### src/rtl/decoder_scan_pkg.sv
`default_nettype none
// ============================================================================
//  Module   : decoder_scan_pkg
//  Brief    : Shared defaults, FSM state type and select type for the
//             decoder address-scan sequencer.
//  Revision : 1.0  initial release
// ============================================================================
package decoder_scan_pkg;

    localparam int SEL_W_DEF   = 3;
    localparam int DWELL_W_DEF = 8;

    typedef enum logic [0:0] {
        ST_IDLE = 1'b0,
        ST_SCAN = 1'b1
    } state_t;

    typedef logic [SEL_W_DEF-1:0] sel_t;

endpackage : decoder_scan_pkg
`default_nettype wire

### src/rtl/dwell_timer.sv
`default_nettype none
// ============================================================================
//  Module   : dwell_timer
//  Brief    : Clearable up-counter that flags when the count equals the
//             supplied terminal value (the latched dwell).
//  Revision : 1.0  initial release
// ============================================================================
module dwell_timer #(
    parameter int W = 8
) (
    input  logic         clk,
    input  logic         rst_n,
    input  logic         clear_i,
    input  logic [W-1:0] load_i,
    output logic         tc_o
);

    logic [W-1:0] cnt_q;
    logic [W-1:0] cnt_d;

    // Next count: restart from zero on clear, otherwise count up
    always_comb begin
        cnt_d = cnt_q + W'(1);
        if (clear_i) begin
            cnt_d = '0;
        end
    end

    // Count register with synchronous active-low reset
    always_ff @(posedge clk) begin
        if (!rst_n) begin
            cnt_q <= '0;
        end else begin
            cnt_q <= cnt_d;
        end
    end

    // Terminal count is decoded from registers only
    assign tc_o = (cnt_q == load_i);

endmodule : dwell_timer
`default_nettype wire

### src/rtl/decoder_scan_seq.sv
`default_nettype none
// ============================================================================
//  Module   : decoder_scan_seq
//  Brief    : Drives the 3-to-8 decoder select with a programmable address
//             scan from first to last (wrapping past the top index), holding
//             each index dwell+1 cycles, with start/done handshake and abort.
//  Options  : DECODER_SCAN_CONT_EN adds cont_i (continuous re-scan) and
//             wrap_o (pulse on each reload of the first index).
//  Revision : 1.0  initial release
// ============================================================================
module decoder_scan_seq
    import decoder_scan_pkg::*;
#(
    parameter int SEL_W   = SEL_W_DEF,
    parameter int DWELL_W = DWELL_W_DEF
) (
    input  logic               clk,
    input  logic               rst_n,
    input  logic               start_i,
    input  logic               stop_i,
    input  logic [SEL_W-1:0]   first_i,
    input  logic [SEL_W-1:0]   last_i,
    input  logic [DWELL_W-1:0] dwell_i,
`ifdef DECODER_SCAN_CONT_EN
    input  logic               cont_i,
    output logic               wrap_o,
`endif
    output logic [SEL_W-1:0]   sel_o,
    output logic               busy_o,
    output logic               step_o,
    output logic               done_o
);

    state_t             state_q, state_d;
    logic [SEL_W-1:0]   sel_q,   sel_d;
    logic [SEL_W-1:0]   first_q, first_d;
    logic [SEL_W-1:0]   last_q,  last_d;
    logic [DWELL_W-1:0] dwell_q, dwell_d;
    logic               cont_q,  cont_d;
    logic               step_q,  step_d;
    logic               done_q,  done_d;
    logic               wrap_q,  wrap_d;

    logic               w_tc;
    logic               w_clr;
    logic               w_accept;
    logic               w_at_last;
    logic               w_cont_in;

`ifdef DECODER_SCAN_CONT_EN
    assign w_cont_in = cont_i;
`else
    assign w_cont_in = 1'b0;
`endif

    assign w_accept  = (state_q == ST_IDLE) && start_i && !stop_i;
    assign w_at_last = (sel_q == last_q);

    dwell_timer #(
        .W (DWELL_W)
    ) u_dwell_timer (
        .clk     (clk),
        .rst_n   (rst_n),
        .clear_i (w_clr),
        .load_i  (dwell_q),
        .tc_o    (w_tc)
    );

    // State, index, latched configuration and output pulse registers
    always_ff @(posedge clk) begin
        if (!rst_n) begin
            state_q <= ST_IDLE;
            sel_q   <= '0;
            first_q <= '0;
            last_q  <= '0;
            dwell_q <= '0;
            cont_q  <= 1'b0;
            step_q  <= 1'b0;
            done_q  <= 1'b0;
            wrap_q  <= 1'b0;
        end else begin
            state_q <= state_d;
            sel_q   <= sel_d;
            first_q <= first_d;
            last_q  <= last_d;
            dwell_q <= dwell_d;
            cont_q  <= cont_d;
            step_q  <= step_d;
            done_q  <= done_d;
            wrap_q  <= wrap_d;
        end
    end

    // Next state and next index; stop takes priority over completion
    always_comb begin
        state_d = state_q;
        sel_d   = sel_q;
        first_d = first_q;
        last_d  = last_q;
        dwell_d = dwell_q;
        cont_d  = cont_q;
        case (state_q)
            ST_IDLE: begin
                if (w_accept) begin
                    state_d = ST_SCAN;
                    sel_d   = first_i;
                    first_d = first_i;
                    last_d  = last_i;
                    dwell_d = dwell_i;
                    cont_d  = w_cont_in;
                end
            end
            ST_SCAN: begin
                if (stop_i) begin
                    state_d = ST_IDLE;
                end else if (w_tc) begin
                    if (!w_at_last) begin
                        // Modulo-2^SEL_W increment gives the top-to-zero wrap
                        sel_d = sel_q + SEL_W'(1);
                    end else if (cont_q) begin
                        sel_d = first_q;
                    end else begin
                        state_d = ST_IDLE;
                    end
                end
            end
            default: state_d = ST_IDLE;
        endcase
    end

    // Output pulses and dwell-timer clear
    always_comb begin
        step_d = 1'b0;
        done_d = 1'b0;
        wrap_d = 1'b0;
        w_clr  = 1'b1;
        case (state_q)
            ST_IDLE: begin
                step_d = w_accept;
            end
            ST_SCAN: begin
                if (!stop_i) begin
                    w_clr = w_tc;
                    if (w_tc) begin
                        if (!w_at_last) begin
                            step_d = 1'b1;
                        end else if (cont_q) begin
                            step_d = 1'b1;
                            wrap_d = 1'b1;
                        end else begin
                            done_d = 1'b1;
                        end
                    end
                end
            end
            default: ;
        endcase
    end

    assign sel_o  = sel_q;
    assign busy_o = (state_q == ST_SCAN);
    assign step_o = step_q;
    assign done_o = done_q;
`ifdef DECODER_SCAN_CONT_EN
    assign wrap_o = wrap_q;
`endif

endmodule : decoder_scan_seq
`default_nettype wire

### config.mk
export PLATFORM = sky130hd
export DESIGN_NAME = decoder_scan_seq
export DESIGN_NICKNAME = d
export VERILOG_FILES = /design/src/rtl/decoder_scan_pkg.sv /design/src/rtl/dwell_timer.sv /design/src/rtl/decoder_scan_seq.sv
export SDC_FILE = /design/constraint.sdc
export NUM_CORES = 1
export LEC_CHECK = 0
export BUFFER_PORTS_ARGS = -buffer_cell sky130_fd_sc_hd__clkbuf_2
export CAP_MARGIN = 20
export CORE_MARGIN = 2
export CORE_UTILIZATION = 55
export DETAILED_ROUTE_END_ITERATION = 7
export MAX_ROUTING_LAYER = met4
export PLACE_DENSITY = 0.8
export SLEW_MARGIN = 25
export SYNTH_ARGS = -nofsm -noshare
export SYNTH_HDL_FRONTEND = slang
export SYNTH_SLANG_ARGS = --single-unit
### constraint.sdc
create_clock -name clk -period 2.3 [get_ports clk]
set_input_delay 0.575 -clock clk [delete_from_list [all_inputs] [get_ports clk]]
set_output_delay 0.575 -clock clk [all_outputs]
set_load 0.02 [all_outputs]
==> results of run 1 <==
-- area by class of cell --
class / instances / area share
multi-input cells: 97 / 0.478
flip-flops and latches: 25 / 0.382
repair buffers: 23 / 0.0880
well taps: 27 / 0.0258
clock buffers: 4 / 0.0201
inverters: 2 / 0.00574
-- metal layers --
metal | wire length (µm) | part of all wire
met1 | 953 | 0.45
met2 | 1020 | 0.49
met3 | 79 | 0.038
met4 | 46 | 0.022
met5 | 0 | 0
-- metrics by stage --
stage               setup slack [ps]  hold WS, ps  area [µm²]  instances
finish                           558          477        1310        178
global route                     384          482        1310        178
CTS                              540          473        1310        178
detailed placement               429          474        1280        174
global placement                 495          468        1280        174
floorplan                        618          451        1170        129
-- synthesized netlist by cell type (all sizes together) (2+ instances only) --
cell type / number / area, µm²
and2: 2 / 15.0
a21boi: 12 / 90.1
nor2: 14 / 52.6
buf: 2 / 22.5
a21oi: 2 / 10.0
xor2: 11 / 96.3
clkbuf: 2 / 7.51
inv: 2 / 7.51
nand2: 26 / 97.6
nand3: 4 / 20.0
ha: 2 / 25.0
xnor2: 6 / 52.6
dfxtp: 25 / 500
a31oi: 2 / 25.0
nor4: 2 / 33.8
-- worst register-to-register path: cells and delay by family, from the launching register on --
family,cells,cell delay [ps]
flops,1,520
simple gates,2,670
compound gates,3,490
-- cells by family after synthesis --
kind of cell	share of synthesized area
DFF	0.426
AOI/OAI and AO/OA	0.140
buffers and inverters	0.0415
adders and majority gates	0.0213
xor gates and xnor gates	0.127
muxes	0.00852
and+or+nand+nor	0.236
-- flip-flops by register name, summed over array words and instances (netlist names) --
signal               cells
dwell_q                  8
u_dwell_timer.cnt_q      8
last_q                   3
sel_o                    3
busy_o                   1
done_o                   1
step_o                   1
-- worst max-delay path by stage --
stage,from,to,slack [ps],cells after the start
floorplan,busy_o,sel_o[0],620,6
global placement,stop_i,sel_o[0],490,6
detailed placement,stop_i,sel_o[0],430,6
CTS,busy_o,sel_o[0],540,5
global route,u_dwell_timer.cnt_q[2],sel_o[0],380,5
finish,busy_o,sel_o[0],560,5
-- power groups by stage --
stage | clock [mW] | combinational, mW | sequential, mW
after detailed placement | 0 | 0.104 | 0.471
after floorplan | 0 | 0.0729 | 0.474
after CTS | 0.197 | 0.104 | 0.462
after global routing | 0.220 | 0.116 | 0.464
after global placement | 0 | 0.101 | 0.470
final | 0.191 | 0.103 | 0.461
==> flow_metrics.py, run 1 <==
metrics = {
    "yosys": {
        "synth-edff-count": 0,
        "synth-async-reset-ratio": 0,
        "synth.avg_cell_area_um2": 9.11,
        "yosysSeqAreaShare": 0.426,
        "yosysWarnings": 0,
        "mappedNetlistArea_um2": 1170,
        "synth_ff_type": "dfxtp_1",
        "syn_inst": 129,
        "syn_nets": 149,
        "synth-seq-cells": 25,
        "synth_cell_types": 32,
    },
    "layout": {
        "num_antenna_cells": 0,
        "drive_gt1_frac": 0.225,
        "final_cell_mix": "nand2_1 (26), dfxtp_1 (25), clkbuf_2 (23)",
        "syn2layout_area_growth_pct": 11.4,
        "final_common_cell": "nand2_1",
        "fillCellCount": 164,
        "final_util": 0.660,
        "multi_input_area_um2": 626,
        "final_nets": 172,
        "ff_latch_area_um2": 500,
    },
    "worst_setup_path": {
        "cp_slowest_stage_delay_ps": 520,
        "critPathBufInv": 0,
        "worst_r2r_startpoint": "busy_o",
        "crit_slowest_cell": "dfxtp_1",
        "cp_top_family": "simple AND/OR/NAND/NOR gates",
        "rr_worst_depth": 5,
        "cp_common_cell": "a31oi_2",
        "cp.arrival_ps": 2000,
        "critPathLaunchType": "register",
        "worstReg2RegEnd": "sel_o[0]",
        "crit_chain": "or2b_1 > a31oi_2 > a31oi_2 > or3_1 > a21boi_1",
        "crit_path_end_kind": "register",
        "critPathKind": "reg -> reg",
        "r2r_slack_ps": 560,
        "required_ps": 2560,
        "cp_max_fo": 9,
    },
    "route": {
        "ant_nets": 0,
        "firstDrtPassIters": 4,
        "drc": 0,
        "num_vias": 907,
        "dr.first_iter.drc_count": 14,
        "viasPerCell": 5.10,
        "wl_per_cell_um": 11.8,
        "detail_route.wirelength_um": 2100,
    },
    "grt": {
        "grt_first_pass_wirelength_um": 3650,
        "grt_util_met1": 0.214,
        "grt_use_total": 0.197,
        "grt_util_met2": 0.353,
        "grt_start_max_net_pins": 20,
        "antenna_found_initial": 0,
        "grt_pass1_vias": 879,
        "met3_usage": 0.0298,
        "top_usage_layer": "met2",
        "overflow": 0,
    },
    "timing": {
        "min_period_ps": 1740,
        "finalCritPeriodShare": 0.757,
        "setup_viol": 0,
        "rsz0062_at_grt": "no",
        "setup_tns_ps": 0,
        "worst_pin_slew_ps": 363,
        "fmax_mhz": 574,
        "max_slew_margin": 0.758,
        "skew_ps": 2.75,
        "finalHoldViolCount": 0,
        "drv_slew": 0,
    },
    "floorplanning": {
        "fp.dieH_um": 50.2,
        "initial_utilization": 0.593,
        "io_pins": 24,
        "dieArea_um2": 2520,
        "die_w_um": 50.2,
        "core_um2": 1980,
        "rows": 16,
    },
    "min_path": {
        "holdPathEnd": "dwell_q[7]",
        "hold-path-cell-count": 3,
        "min_from": "dwell_i[7]",
        "hp-class": "in -> reg",
    },
    "power_and_ir_drop": {
        "p_clk_frac": 0.253,
        "power_frac_seq": 0.611,
        "p_sw_frac": 0.251,
        "p_int_uw": 565,
        "p_total_uw": 755,
        "p_comb_frac": 0.136,
        "ir_drop_v": 0.000443,
        "p_leak_nw": 0.546,
        "power_density_nw_per_um2": 577,
        "power_switching_uw": 190,
    },
    "clock_tree": {
        "cts-buffers-inserted": 3,
        "post_cts_buffers": 0,
        "cts_resized": 0,
        "ctsLongestPathBuffers": 2,
        "cts_tree": "built",
        "clk_pin_slew_worst_paths_ps": 130,
        "clk-insertion-delay-late_ps": 310,
        "h-tree-depth": 1,
        "cts.sinks": 25,
        "cts-root-buf": "clkbuf_4",
        "hold_buffers": 0,
    },
    "placement": {
        "gp_congestion": 0.775,
        "hpwl_um": 1610,
        "io_buffers": 23,
    },
    "flow_run": {
        "timing.max_cap.violations": 0,
    },
    "outcome": {
        "status": "completed",
    },
}
No activity file was read; power rests on OpenSTA's default activity.
==> inputs of run 2 (changes only) <==
--- a/config.mk
+++ b/config.mk
@@ -8,10 +8,10 @@
 export BUFFER_PORTS_ARGS = -buffer_cell sky130_fd_sc_hd__clkbuf_2
 export CAP_MARGIN = 20
 export CORE_MARGIN = 2
-export CORE_UTILIZATION = 55
+export CORE_UTILIZATION = 47
 export DETAILED_ROUTE_END_ITERATION = 7
 export MAX_ROUTING_LAYER = met4
-export PLACE_DENSITY = 0.8
+export PLACE_DENSITY = 0.73
 export SLEW_MARGIN = 25
 export SYNTH_ARGS = -nofsm -noshare
 export SYNTH_HDL_FRONTEND = slang
==> constraint.sdc (replaced) <==
create_clock -name clk -period 1.4 [get_ports clk]
set_input_delay 0.35 -clock clk [delete_from_list [all_inputs] [get_ports clk]]
set_output_delay 0.35 -clock clk [all_outputs]
set_load 0.02 [all_outputs]
==> flow_metrics.py, run 2 (synthesis gave the netlist of run 1 again) <==
metrics = {
    "layout": {
        "final_cell_mix": "nand2_1 (26), clkbuf_2 (23), dfxtp_1 (20)",
        "final_nets": 190,
        "fillCellCount": 223,
        "multi_input_area_um2": 643,
        "num_antenna_cells": 0,
        "drive_gt1_frac": 0.349,
        "syn2layout_area_growth_pct": 25.8,
        "final_common_cell": "nand2_1",
        "design_area_um2": 1480,
        "ff_latch_area_um2": 509,
        "reg_top3": "dwell_q: 8 flops, u_dwell_timer.cnt_q: 8 flops",
    },
    "floorplanning": {
        "rows": 18,
        "die_w_um": 54.0,
        "core_um2": 2430,
        "initial_utilization": 0.483,
        "io_pins": 24,
        "dieArea_um2": 2920,
        "fp.dieH_um": 54.0,
    },
    "grt": {
        "grt_start_max_net_pins": 14,
        "grt_use_total": 0.205,
        "overflow": 0,
        "antenna_found_initial": 0,
        "grt_pass1_vias": 998,
        "grt_first_pass_wirelength_um": 4120,
    },
    "outcome": {
        "status": "complete, but fails checks",
        "violations": "negative setup slack",
    },
    "min_path": {
        "hp-class": "in -> reg",
        "hold-path-cell-count": 3,
        "min_from": "dwell_i[3]",
    },
    "clock_tree": {
        "clk-insertion-delay-late_ps": 320,
        "clk_pin_slew_worst_paths_ps": 140,
        "cts-buffers-inserted": 3,
        "cts.sinks": 25,
        "ctsLongestPathBuffers": 2,
        "hold_buffers": 0,
        "cts-root-buf": "clkbuf_4",
        "h-tree-depth": 1,
        "cts_tree": "built",
    },
    "placement": {
        "place_area_um2": 1420,
        "io_buffers": 23,
        "dp_slack_ps": -184,
        "gp_congestion": 0.737,
        "hpwl_um": 1880,
    },
    "route": {
        "ant_nets": 0,
        "wl_per_cell_um": 12.1,
        "num_vias": 1008,
        "viasPerCell": 5.07,
        "detail_route.wirelength_um": 2420,
        "drc": 0,
        "firstDrtPassIters": 4,
        "dr.first_iter.drc_count": 20,
    },
    "worst_setup_path": {
        "cp_top_family": "simple AND/OR/NAND/NOR gates",
        "crit_path_start": "dwell_q[0]",
        "cp_slowest_stage_delay_ps": 370,
        "critPathLaunchType": "register",
        "cp.arrival_ps": 1840,
        "worst-path-stages": 5,
        "crit_path_end_kind": "register",
        "required_ps": 1660,
        "critPathKind": "reg -> reg",
        "crit_chain": "xor2_1 > nor4_4 > a31oi_4 > or3_1 > a21boi_1",
        "rr_worst_depth": 5,
        "cp_max_fo": 6,
        "critPathBufInv": 0,
        "crit_slowest_cell": "nor4_4",
        "worst_r2r_startpoint": "dwell_q[0]",
    },
    "flow_run": {
        "timing.max_cap.violations": 0,
    },
    "power_and_ir_drop": {
        "p_leak_nw": 0.647,
        "power_density_nw_per_um2": 880,
        "ir_drop_v": 0.000621,
    },
    "timing": {
        "setup_viol": 13,
        "setup_tns_ps": -1720,
        "worst_slack_ps": -175,
        "max_slew_margin": 0.753,
        "min_period_ps": 1580,
        "skew_ps": 6.75,
        "worst_pin_slew_ps": 370,
        "rsz0062_at_grt": "yes",
        "fmax_mhz": 635,
        "finalHoldViolCount": 0,
        "finalCritPeriodShare": 1.13,
        "drv_slew": 0,
    },
}
[run 2: cell types whose count changed in the layout (fill, tap and decap cells not counted), sizes merged]
cell	previous run	this run
buf	0	18
[run 2: final timing paths]
kind,to,slack [ps]
worst max register to register,sel_o[0],-180
worst min register to register,dwell_q[3],470
worst max-delay path,sel_o[0],-180
worst min-delay path,dwell_q[3],220
[run 2: area by class of cell]
cell class | instances | share of cell area
repair buffers | 41 | 0.172
clock buffers | 4 | 0.0178
inverters | 2 | 0.00508
well taps | 30 | 0.0254
flip-flops and latches | 25 | 0.345
multi-input cells | 97 | 0.435
[run 2: what timing repair did]
item,CTS,global route
gates resized for setup,2,7
pin swaps,0,4
buffers inserted,2,0
endpoints found under the setup margin,13,25
[run 2: report_power, final]
| part | switching, mW | leakage (nW) | internal (mW) |
|---|---|---|---|
| sequential | 0.0162 | 0.206 | 0.736 |
| combinational | 0.109 | 0.426 | 0.113 |
| clock | 0.215 | 0.0150 | 0.112 |
[run 2: per-stage QoR]
stage / hold slack, ps / utilization / std cells / total power, mW
global placement: 463 / 0.583 / 193 / 0.969
global route: 246 / 0.608 / 199 / 1.37
floorplan: 451 / - / 129 / 0.902
detailed placement: 470 / 0.583 / 193 / 0.981
finish: 219 / 0.608 / 199 / 1.30
CTS: 236 / 0.603 / 199 / 1.30
[run 2: worst reg2reg max path: stages, from the launching register on]
cell	delay [ps]
dfxtp_1	350
xor2_1	190
nor4_4	370
a31oi_4	160
or3_1	330
a21boi_1	120
[run 2: routing by layer]
metal | vias to the layer above | routed length (µm) | track usage
met4 | 0 | 44 | 0.0875
met3 | 4 | 77 | 0.0333
li1 | 511 | - | -
met5 | - | 0 | -
met1 | 471 | 1070 | 0.217
met2 | 22 | 1220 | 0.372
==> inputs of run 3 (changes only) <==
--- a/config.mk
+++ b/config.mk
@@ -5,13 +5,13 @@
 export SDC_FILE = /design/constraint.sdc
 export NUM_CORES = 1
 export LEC_CHECK = 0
-export BUFFER_PORTS_ARGS = -buffer_cell sky130_fd_sc_hd__clkbuf_2
 export CAP_MARGIN = 20
 export CORE_MARGIN = 2
-export CORE_UTILIZATION = 47
+export CORE_UTILIZATION = 54
 export DETAILED_ROUTE_END_ITERATION = 7
+export DONT_BUFFER_PORTS = 1
 export MAX_ROUTING_LAYER = met4
-export PLACE_DENSITY = 0.73
+export PLACE_DENSITY = 0.72
 export SLEW_MARGIN = 25
 export SYNTH_ARGS = -nofsm -noshare
 export SYNTH_HDL_FRONTEND = slang
==> flow_metrics.py, run 3 (synthesis gave the netlist of run 1 again) <==
metrics = {
    "layout": {
        "final_cells": 174,
        "final_cell_mix": "nand2_1 (26), dfxtp_1 (23), buf_4 (15)",
        "num_antenna_cells": 0,
        "final_common_cell": "nand2_1",
        "syn2layout_area_growth_pct": 19.9,
        "fillCellCount": 174,
        "drive_gt1_frac": 0.299,
        "final_nets": 168,
        "reg_top3": "dwell_q: 8 flops, u_dwell_timer.cnt_q: 8 flops",
        "final_util": 0.704,
        "design_area_um2": 1410,
    },
    "power_and_ir_drop": {
        "p_leak_nw": 0.561,
        "ir_drop_v": 0.000813,
        "power_density_nw_per_um2": 908,
    },
    "clock_tree": {
        "clk_pin_slew_worst_paths_ps": 140,
        "clk-insertion-delay-late_ps": 320,
        "cts.sinks": 25,
        "h-tree-depth": 1,
        "cts_tree": "built",
        "ctsLongestPathBuffers": 2,
        "cts-buffers-inserted": 3,
        "cts-root-buf": "clkbuf_4",
    },
    "timing": {
        "fmax_mhz": 600,
        "worst_pin_slew_ps": 370,
        "rsz0062_at_grt": "yes",
        "skew_ps": 8.62,
        "finalCritPeriodShare": 1.19,
        "max_slew_margin": 0.753,
        "whs_ps": 138,
        "finalHoldViolCount": 0,
        "worst_slack_ps": -267,
        "drv_slew": 0,
        "min_period_ps": 1670,
        "setup_viol": 13,
    },
    "placement": {
        "place_area_um2": 1290,
        "io_buffers": 0,
        "numPlacedInstances": 166,
        "dp_slack_ps": -250,
        "hpwl_um": 1630,
        "gp_congestion": 0.772,
    },
    "outcome": {
        "violations": "negative setup slack",
        "status": "complete, but fails checks",
    },
    "route": {
        "ant_nets": 0,
        "dr.first_iter.drc_count": 6,
        "highest_layer": "met4",
        "dr_wl_met3_um": 113,
        "viasPerCell": 5.28,
        "detail_route.wirelength_um": 2240,
        "drc": 0,
        "num_vias": 919,
        "wl_met1_um": 1010,
        "firstDrtPassIters": 2,
        "dr_wl_met2_um": 1100,
        "wl_per_cell_um": 12.9,
    },
    "floorplanning": {
        "core_um2": 2000,
        "die_w_um": 50.6,
        "fp.dieH_um": 50.6,
        "initial_utilization": 0.587,
        "dieArea_um2": 2560,
        "io_pins": 24,
        "rows": 16,
    },
    "worst_setup_path": {
        "critPathLaunchType": "register",
        "required_ps": 1660,
        "cp.arrival_ps": 1930,
        "crit_path_start": "dwell_q[5]",
        "crit_path_end_kind": "register",
        "cp_max_fo": 6,
        "worst_r2r_startpoint": "dwell_q[5]",
        "critPathKind": "reg -> reg",
    },
    "grt": {
        "grt_start_max_net_pins": 20,
        "overflow": 0,
        "grt_use_total": 0.196,
        "grt_first_pass_wirelength_um": 3720,
        "antenna_found_initial": 0,
        "grt_pass1_vias": 877,
    },
    "min_path": {
        "min_from": "rst_n",
        "hp-class": "in -> reg",
    },
    "flow_run": {
        "timing.max_cap.violations": 0,
    },
}
-- run 3: path summary, 6_finish.rpt --
check,end,slack (ps),cells after the start
hold / removal,busy_o,140,1
setup / recovery,sel_o[0],-270,6
setup reg to reg,sel_o[0],-270,6
hold reg to reg,dwell_q[5],480,2
-- run 3: final cells by class --
type,count,area (µm²),share of cell area
clock buffers,3,22.5,0.0160
clock inverters,1,6.26,0.00444
inverters,2,7.51,0.00533
multi-input cells,97,676,0.480
flip-flops and latches,25,505,0.359
well taps,27,33.8,0.0240
repair buffers,19,158,0.112
-- run 3: report_power, final --
part	internal [mW]	switching [mW]	leakage [nW]
clock network	0.111	0.216	0.0183
registers	0.735	0.0173	0.204
logic	0.103	0.0966	0.338
total	0.950	0.330	0.561
-- run 3: per-layer routing --
metal	vias up	track usage
li1	466	-
met1	429	0.239
met2	22	0.327
met3	2	0.0595
met4	0	0.0270
met5	-	-
-- run 3: through the flow --
| stage | total power, mW | setup TNS [ps] |
|---|---|---|
| 2_1_floorplan | 0.902 | -682 |
| 3_3_place_gp | 0.931 | -1080 |
| 3_5_place_dp | 0.937 | -1430 |
| 4_1_cts | 1.27 | -1220 |
| 5_1_grt | 1.34 | -3090 |
| 6_report | 1.28 | -2220 |
-- run 3: worst max-delay path: stages (launching register included) --
cell and delay [ps]:
dfxtp_2 350, xor2_1 160, nor4_2 340, buf_4 180, a31oi_4 100, or3_1 350, a21boi_2 150
-- run 3: timing repair --
action,CTS,global route
buffers inserted,3,1
hold buffers,0,0
setup endpoints to repair,13,21
gates resized for setup,3,17
pin swaps,2,6
